## config.mk

```make
export PLATFORM = sky130hd
export DESIGN_NAME = mac_serial_seq
export DESIGN_NICKNAME = d
export VERILOG_FILES = /design/src/rtl/mac_serial_seq.sv
export SDC_FILE = /design/constraint.sdc
export NUM_CORES = 1
export LEC_CHECK = 0
export ABC_AREA = 1
export BUFFER_PORTS_ARGS = -buffer_cell sky130_fd_sc_hd__buf_2
export CAP_MARGIN = 20
export CORE_ASPECT_RATIO = 1.1
export CORE_MARGIN = 3
export CORE_UTILIZATION = 45
export CTS_BUF_LIST = sky130_fd_sc_hd__clkbuf_8 sky130_fd_sc_hd__clkbuf_16
export DETAILED_ROUTE_END_ITERATION = 12
export GPL_TIMING_DRIVEN = 0
export PLACE_DENSITY = 0.7
export SLEW_MARGIN = 5
export SYNTH_ARGS = -nofsm -noshare
export SYNTH_HDL_FRONTEND = slang
export SYNTH_SLANG_ARGS = --single-unit
```

## constraint.sdc

```tcl
create_clock -name clk -period 14.43 [get_ports clk]
set_input_delay 3.6075 -clock clk [delete_from_list [all_inputs] [get_ports clk]]
set_output_delay 3.6075 -clock clk [all_outputs]
set_load 0.01 [all_outputs]
```

## src/rtl/mac_serial_seq.sv

```systemverilog
// Multi-lane bit-serial weight MAC with an integrated operand sequencer.
// Each operand carries LANES weight/activation pairs. Weights are consumed
// N_WIDTH bits per cycle, LSB chunk first, and the chunk at the top of the
// active width is signed. Lane products are summed into one dot-product
// accumulator over acc_len operands, and the group result is presented on a
// valid/ready output.
// Optional build macro MAC_SERIAL_SAT_EN: the accumulator saturates and stays
// clamped until the group is consumed. When it is undefined the accumulator
// wraps in two's complement.
//
// state | meaning
// IDLE  | waiting for an operand; in_ready=1
// SER   | serialising weight chunks; in_ready=1 only on a non-final last digit
// OUT   | group result on z, out_valid=1, waiting for out_ready
module mac_serial_seq #(
    parameter int W_WIDTH        = 8,
    parameter int A_WIDTH        = 8,
    parameter int N_WIDTH        = 2,
    parameter int PLUS_WIDTH     = 4,
    parameter int LANES          = 4,
    parameter int CONFIG_W_WIDTH = 2,
    parameter int ACC_LEN_WIDTH  = 8
) (
    input  logic                        clk,
    input  logic                        rst,
    input  logic [CONFIG_W_WIDTH-1:0]   config_w,
    input  logic [ACC_LEN_WIDTH-1:0]    acc_len,
    input  logic                        in_valid,
    output logic                        in_ready,
    input  logic [LANES*W_WIDTH-1:0]    w,
    input  logic [LANES*A_WIDTH-1:0]    a,
    output logic                        out_valid,
    input  logic                        out_ready,
    output logic [W_WIDTH+A_WIDTH+PLUS_WIDTH+$clog2(LANES)-1:0] z
);

    localparam int Z_WIDTH = W_WIDTH + A_WIDTH + PLUS_WIDTH + $clog2(LANES);
    localparam int K_MAX   = W_WIDTH / N_WIDTH;
    localparam int DIG_W   = $clog2(K_MAX + 1);

    localparam logic [1:0] IDLE = 2'd0;
    localparam logic [1:0] SER  = 2'd1;
    localparam logic [1:0] OUT  = 2'd2;

    logic [1:0]                state;
    logic [DIG_W-1:0]          digit;
    logic [ACC_LEN_WIDTH-1:0]  op_cnt;
    logic [ACC_LEN_WIDTH-1:0]  len_m1_q;
    logic [CONFIG_W_WIDTH-1:0] cfg_q;
    logic                      run_q;
    logic [W_WIDTH-1:0]        w_sh   [LANES];
    logic signed [Z_WIDTH-1:0] a_sc   [LANES];
    logic signed [Z_WIDTH-1:0] part   [LANES];
    logic signed [Z_WIDTH-1:0] acc;

    logic                      first_op, last_dig, last_op, accept;
    logic [DIG_W-1:0]          k_last;
    int                        load_shift;
    logic [W_WIDTH-1:0]        w_load    [LANES];
    logic signed [Z_WIDTH-1:0] part_next [LANES];
    logic signed [Z_WIDTH-1:0] total;
    logic signed [Z_WIDTH-1:0] acc_next;

    function automatic int active_width(input logic [CONFIG_W_WIDTH-1:0] c);
        int aw;
        aw = W_WIDTH >> c;
        if (aw < N_WIDTH) aw = N_WIDTH;
        return aw;
    endfunction

    // Sequencer decode: digit/operand terminal counts and handshake signals.
    // run_q keeps in_ready low until the first clock after reset release.
    always_comb begin
        k_last     = DIG_W'(active_width(cfg_q) / N_WIDTH - 1);
        last_dig   = (state == SER) && (digit == k_last);
        last_op    = (op_cnt == len_m1_q);
        first_op   = (state == IDLE) && (op_cnt == '0);
        in_ready   = run_q && ((state == IDLE) || (last_dig && !last_op));
        accept     = in_valid && in_ready;
        out_valid  = (state == OUT);
        load_shift = W_WIDTH - active_width(first_op ? config_w : cfg_q);
    end

    // Lane datapath: align the active weight bits to the LSB on load, and add
    // this cycle's chunk times the pre-shifted activation to each partial.
    always_comb begin
        logic [N_WIDTH-1:0]        chunk;
        logic signed [Z_WIDTH-1:0] dig;
        total = '0;
        for (int i = 0; i < LANES; i++) begin
            w_load[i]    = w[i*W_WIDTH +: W_WIDTH] >> load_shift;
            chunk        = w_sh[i][N_WIDTH-1:0];
            dig          = {{(Z_WIDTH-N_WIDTH){last_dig & chunk[N_WIDTH-1]}}, chunk};
            part_next[i] = part[i] + dig * a_sc[i];
            total        = total + part_next[i];
        end
    end

`ifdef MAC_SERIAL_SAT_EN
    logic                      sat_q;
    logic                      sat_next;
    logic signed [Z_WIDTH:0]   acc_wide;

    // Saturating accumulate; once clamped the value is frozen for the group.
    always_comb begin
        acc_wide = {acc[Z_WIDTH-1], acc} + {total[Z_WIDTH-1], total};
        acc_next = acc_wide[Z_WIDTH-1:0];
        sat_next = sat_q;
        if (sat_q) begin
            acc_next = acc;
        end else if (acc_wide[Z_WIDTH] != acc_wide[Z_WIDTH-1]) begin
            sat_next = 1'b1;
            acc_next = acc_wide[Z_WIDTH] ? {1'b1, {(Z_WIDTH-1){1'b0}}}
                                         : {1'b0, {(Z_WIDTH-1){1'b1}}};
        end
    end

    // Sticky saturation flag, cleared when the group result is consumed.
    always_ff @(posedge clk or negedge rst) begin
        if (!rst)                                     sat_q <= 1'b0;
        else if (state == OUT && out_ready)           sat_q <= 1'b0;
        else if (last_dig)                            sat_q <= sat_next;
    end
`else
    // Wrapping accumulate.
    always_comb begin
        acc_next = acc + total;
    end
`endif

    // Main sequencer and datapath registers.
    always_ff @(posedge clk or negedge rst) begin
        if (!rst) begin
            state    <= IDLE;
            digit    <= '0;
            op_cnt   <= '0;
            len_m1_q <= '0;
            cfg_q    <= '0;
            acc      <= '0;
            z        <= '0;
            run_q    <= 1'b0;
            for (int i = 0; i < LANES; i++) begin
                w_sh[i] <= '0;
                a_sc[i] <= '0;
                part[i] <= '0;
            end
        end else begin
            run_q <= 1'b1;
            case (state)
                IDLE: ;
                SER: begin
                    digit <= digit + DIG_W'(1);
                    for (int i = 0; i < LANES; i++) begin
                        w_sh[i] <= w_sh[i] >> N_WIDTH;
                        a_sc[i] <= a_sc[i] <<< N_WIDTH;
                        part[i] <= part_next[i];
                    end
                    if (last_dig) begin
                        acc <= acc_next;
                        if (last_op) begin
                            z     <= acc_next;
                            state <= OUT;
                        end else begin
                            op_cnt <= op_cnt + ACC_LEN_WIDTH'(1);
                            state  <= IDLE;
                        end
                    end
                end
                OUT: begin
                    if (out_ready) begin
                        acc    <= '0;
                        op_cnt <= '0;
                        state  <= IDLE;
                    end
                end
                default: state <= IDLE;
            endcase
            // An accepted operand overrides the SER bookkeeping above.
            if (accept) begin
                state <= SER;
                digit <= '0;
                for (int i = 0; i < LANES; i++) begin
                    w_sh[i] <= w_load[i];
                    a_sc[i] <= {{(Z_WIDTH-A_WIDTH){1'b0}}, a[i*A_WIDTH +: A_WIDTH]};
                    part[i] <= '0;
                end
                if (first_op) begin
                    cfg_q    <= config_w;
                    len_m1_q <= (acc_len == '0) ? '0 : acc_len - ACC_LEN_WIDTH'(1);
                end
            end
        end
    end

endmodule
```

; ---- Yosys cells after proc, flatten, opt, wreduce, memory -nomap -nowiden
; Cells that the tools add are included.
[word_totals]
ff_bits = 276
in_bits = 78
output_inout_bits = 24
wordCells = 102
[classes]
add_sub_neg = 14
mul = 4
order_cmp = 2
n_eq_ne = 10
n_shift = 6
muxes = 24
bitwise_logic = 5
n_reduce_logical = 17
[ops]
columns = cell, n
row1 = $mux W88, 4
row2 = $add A22 B22 Y22, 8
row3 = $mux W32, 4
row4 = $shr A8 B32 Y8, 4
row5 = $mul A3 B22 Y22, 4
row6 = $lt A32 B3 Y1 const B, 2
row7 = $shr A4 B2 Y32 const A, 2
row8 = $mux W22, 2
row9 = $pmux W22 S2, 1
row10 = $mux W8, 4
row11 = $sub A5 B32 Y32 const A, 1
row12 = $logic_not A8 Y1, 2
row13 = $pmux W8 S2, 1
row14 = $mux W2, 5
row15 = $reduce_and A3 Y1, 3
row16 = $add A8 B1 Y8 const B, 1
row17 = $eq A8 B8 Y1, 1
row18 = $sub A8 B1 Y8 const B, 1
row19 = $mux W3, 2
row20 = $ne A2 B2 Y1 const B, 3
row21 = $pmux W2 S3, 1
row22 = $and A1 B1 Y1, 5
row23 = $logic_and A1 B1 Y1, 5
row24 = $reduce_and A4 Y1, 1
row25 = 14 further kinds, 15

; ---- Logic depth before layout (Yosys ltp)
[depth]
word_depth = 17
depth_mapped = 45
ltp_nobuf = 43

; ---- Worst setup path before layout
; No wires, ideal clock.
[synth_timing]
path_type = register -> register
from = reg state[1]
to = reg acc[21]
t_arrival_ns = 7.552
path_slack_ns = 6.761
stages_incl_launch_ff = 43
n_path_buf = 2
period_less_slack_ns = 7.669
path_cell_list = dfrtp_1 > inv_1 > ha_1 > nand3_4 > nor2_2 > buf_6 > inv_1 > clkbuf_1 > nor2_1 > fa_1 > inv_1 > fa_1 > inv_1 > ha_1 > ha_1 > a21oi_1 > o21ai_0 > a21oi_1 > (+7 left out) > inv_1 > fa_1 > fa_1 > inv_1 > ha_1 > nand2_1 > nor3_1 > nor3b_1 > nand3_1 > nand3_1 > xnor2_1 > inv_1 > nand2_1 > nand2_1 > inv_1 > nand3_1 > nand3_1 > nand2_1
[synth_between]
elab_chain_len = 11
word_cells_on_any_way = 25
classes_between = 8 x add/sub / 4 x mul / 4 x eq/ne / 2 x mux / 4 x bitwise / 3 x reduce/logical
[synth_rtl]
columns = element, line
row1 = start: declaration, 45  ; logic [1:0] state;
row2 = start signal: assignment, 134  ; state <= IDLE;
row3 = start signal: assignment, 162  ; state <= OUT;
row4 = start signal: assignment, 165  ; state <= IDLE;
row5 = $eq A2 B1 Y1, "75, 149"
row6 = $logic_and A1 B1 Y1, 75  ; last_dig = (state == SER) && (digit == k_last);
row7 = $and A1 B1 Y1, 93  ; dig = {{(Z_WIDTH-N_WIDTH){last_dig & chunk[N_WIDTH-1]}}, chunk};
row8 = $mul A3 B22 Y22, 94  ; part_next[i] = part[i] + dig * a_sc[i];
row9 = $add A22 B22 Y22, 94
row10 = $add A22 B22 Y22 (3 in a row), 95  ; total = total + part_next[i];
row11 = $add A22 B22 Y22, 127  ; acc_next = acc + total;
row12 = $mux W22, 158  ; if (last_dig) begin
row13 = $pmux W22 S2, 149  ; case (state)
row14 = end signal: assignment, 159  ; acc <= acc_next;
row15 = end: declaration, 54  ; logic signed [Z_WIDTH-1:0] acc;
; Parallel ways exist; a longest one is shown, timed or not. The select of a mux whose other input is x is not followed.
; A chain may end at the register's enable or synchronous reset.

; ---- Worst setup path after layout
; Ends and elaborated chain as after synthesis.

==> flow_summary.toml <==
[run_status]
status = "finished, final reports clean"

[global_routing]
grt_pass1_wl_microns = 110700
globalRouteOverflowTotal = 0
grt_usage_pct = 26.04
grt_pass1_vias = 19490
antenna_found_initial = 1
grt_max_degree = 112

[clocking]
insertion_delay_ps = 580
post-cts-setup-buffer-count = 0
cts.htree.levels = 2
post_cts_resized = 0
holdBufCountCts = 0
path_clk_slew_ps = 60
cts_root_buffer = "clkbuf_16"
cts_num_sinks = 276
cts_tree = "built"
clk_path_buf_depth = 3
numCtsBuffers = 36

[critical_path]
reg2regPathDepth = 40
crit_fanout = 10
rrSetupSlack_ps = 4950
cp_common_cell = "inv_1"
crit_path_start_kind = "flip-flop"
cp-end-kind = "flip-flop"
critPathSlowestCell = "fa_1"
r2r_start = "state[1]"
worstPathRequired_ps = 14880
critical_path_class = "flip-flop to flip-flop"
crit_start = "state[1]"
r2r_end = "acc[21]"
worst_path_largest_cell_delay_ps = 590
cp.arrival_ps = 9930

[routing]
routed_wl_microns = 71610
ant_nets = 0
wl_per_cell_microns = 19.64
vias = 19750
route.detailed.drc = 0
vias_per_cell = 5.418
drtIter0Drc = 1522
dr.pass1.iters = 6

[run]
max_cap_viol_count = 0

[floorplanning]
ioPinCount = 102
rows = 87
die_width_microns = 225.1
coreArea_sq_um = 51710
die_y_microns = 247.0
start_util_pct = 45.94
die-area_sq_um = 55580

[sta]
min_period_over_period_pct = 65.72
fmax_mhz = 105.4
setup_viol = 0
setup-tns-final_ps = 0
tightestPinTransition_ps = 1205
finalHoldViolations = 0
slew_headroom_pct = 19.64
slew_violations = 0
rsz0062_at_grt = "no"
fin_skew_ps = 24.98
min_period_ps = 9484

[placement]
gp_congestion = 0.9398
port_buffers = 101
hpwl_microns = 57320

[layout]
areaGrowthSynthToFinish_pct = 11.10
nNetsFinal = 3443
n_antenna_cell = 0
nFillCells = 4866
drive_above_1_share_pct = 8.026

[yosys]
ys_ff_latch = 276
yosysUniqueCellTypes = 57
syn_nets = 3302
synthesis.area_sq_um = 23750
ys.warnings.count = 0
synth.avg_cell_area_sq_um = 8.456
synthCells = 2809
synthFlopType = "dfrtp_1"
synth-seq-area-share_pct = 29.08
synth_edf_count = 0
async_reset_ff_share_pct = 100.0

[worst_hold_path]
worstHoldPathCells = 2
whs_endpoint = "z[3]"
worstHoldPathType = "flip-flop to flip-flop"
hp-start = "z[3]"
[sequential cells by signal, summed over array words and instances (netlist names)]
name      cells
a_sc         88
w_sh         32
cfg_q         2
len_m1_q      8
part         88
z            22
op_cnt        8
digit         3
run_q         1
acc          22
state         2
[layer usage]
layer  wire, microns  vias up  track usage (%)
met1           29750     9766            34.08
met4            3211        0            10.71
met2           34180      588            43.14
li1                -     9265                -
met5               0        -                0
met3            4457      131            4.333
[cells in the mapped netlist (all sizes together), types with 7 or more instances]
cell type | number | area share, %
or2 | 8 | 0.21
nor2 | 116 | 1.9
inv | 528 | 8.3
nor3 | 19 | 0.42
dfrtp | 276 | 29
fa | 222 | 19
a22o | 29 | 1.1
o22ai | 68 | 1.8
nand3 | 101 | 2.2
ha | 193 | 10
o21ai | 185 | 3.9
a31oi | 12 | 0.32
buf | 49 | 1.2
xor2 | 56 | 2.1
a21o | 7 | 0.22
a21oi | 109 | 2.3
o221ai | 24 | 0.88
nand2 | 642 | 10
clkbuf | 33 | 0.52
o211ai | 13 | 0.41
xnor2 | 45 | 1.7
nand4 | 18 | 0.47
o31ai | 7 | 0.22
[final cells by class]
| type | instances | area (sq um) | share of cell area, % |
|---|---|---|---|
| multi-input cells | 1922 | 14450 | 54.74 |
| well taps | 667 | 834.6 | 3.162 |
| flip-flops and latches | 276 | 6907 | 26.17 |
| clock inverters | 21 | 207.7 | 0.7871 |
| clock buffers | 45 | 1025 | 3.883 |
| repair buffers | 103 | 570.5 | 2.162 |
| inverters | 529 | 1986 | 7.525 |
| plain buffers | 82 | 412.9 | 1.565 |
[how the worst max path moves through the flow]
stage,cells after the start,to
final,40,acc[21]
after detailed placement,38,acc[21]
after floorplan,42,acc[21]
after global placement,1,len_m1_q[5]
after CTS,38,acc[21]
after global routing,42,z[21]
[critical path, delay by kind of cell, from the launching register on]
kind                       cells  cell delay, ps
DFF                            1             360
AOI/OAI and AO/OA              3             700
xor gates and xnor gates       2             550
buffers and inverters          9            1330
and+or+nand+nor               17            2360
adders and majority gates      9            4050
[stage by stage]
step	worst slack (ps)	hold slack, ps	utilization [%]	area (sq um)	std cells
global placement	4214	460.2	48.53	25090	3577
finish	4946	472.1	51.04	26390	3645
global route	4386	489.5	51.04	26390	3645
detailed placement	5167	461.6	48.65	25160	3579
CTS	5080	477.3	51.04	26390	3645
floorplan	6761	453.4	-	23750	2809
[layout by cell type, fill, tap and decap left out, types with 9 or more instances in the layout]
master	n
buf_2	136
clkbuf_8	9
o22ai_1	68
clkbuf_16	36
o211ai_1	13
a31oi_1	12
xor2_1	56
nor3_1	18
o221ai_1	24
a22o_1	29
a21oi_1	108
o21ai_1	18
o21ai_0	166
inv_1	528
clkbuf_1	33
xnor2_1	45
dfrtp_1	276
nand4_1	18
nand3_1	97
nor2_1	111
nand2_1	638
fa_1	222
ha_1	193
[cell families (layout without fill, tap and decap cells)]
logic type	count (synthesis)	in the layout	share of synthesized area (%)
and+or+nand+nor	924	924	16.09
buffers and inverters	611	780	10.10
AOI/OAI and AO/OA	477	477	11.94
adders and majority gates	415	415	28.88
DFF	276	276	29.08
xor gates and xnor gates	101	101	3.724
muxes	4	4	0.1686
other	1	1	0.01579
Power is not shown: default switching activity piles up to over one toggle a cycle in this logic, so the estimate is an artifact.
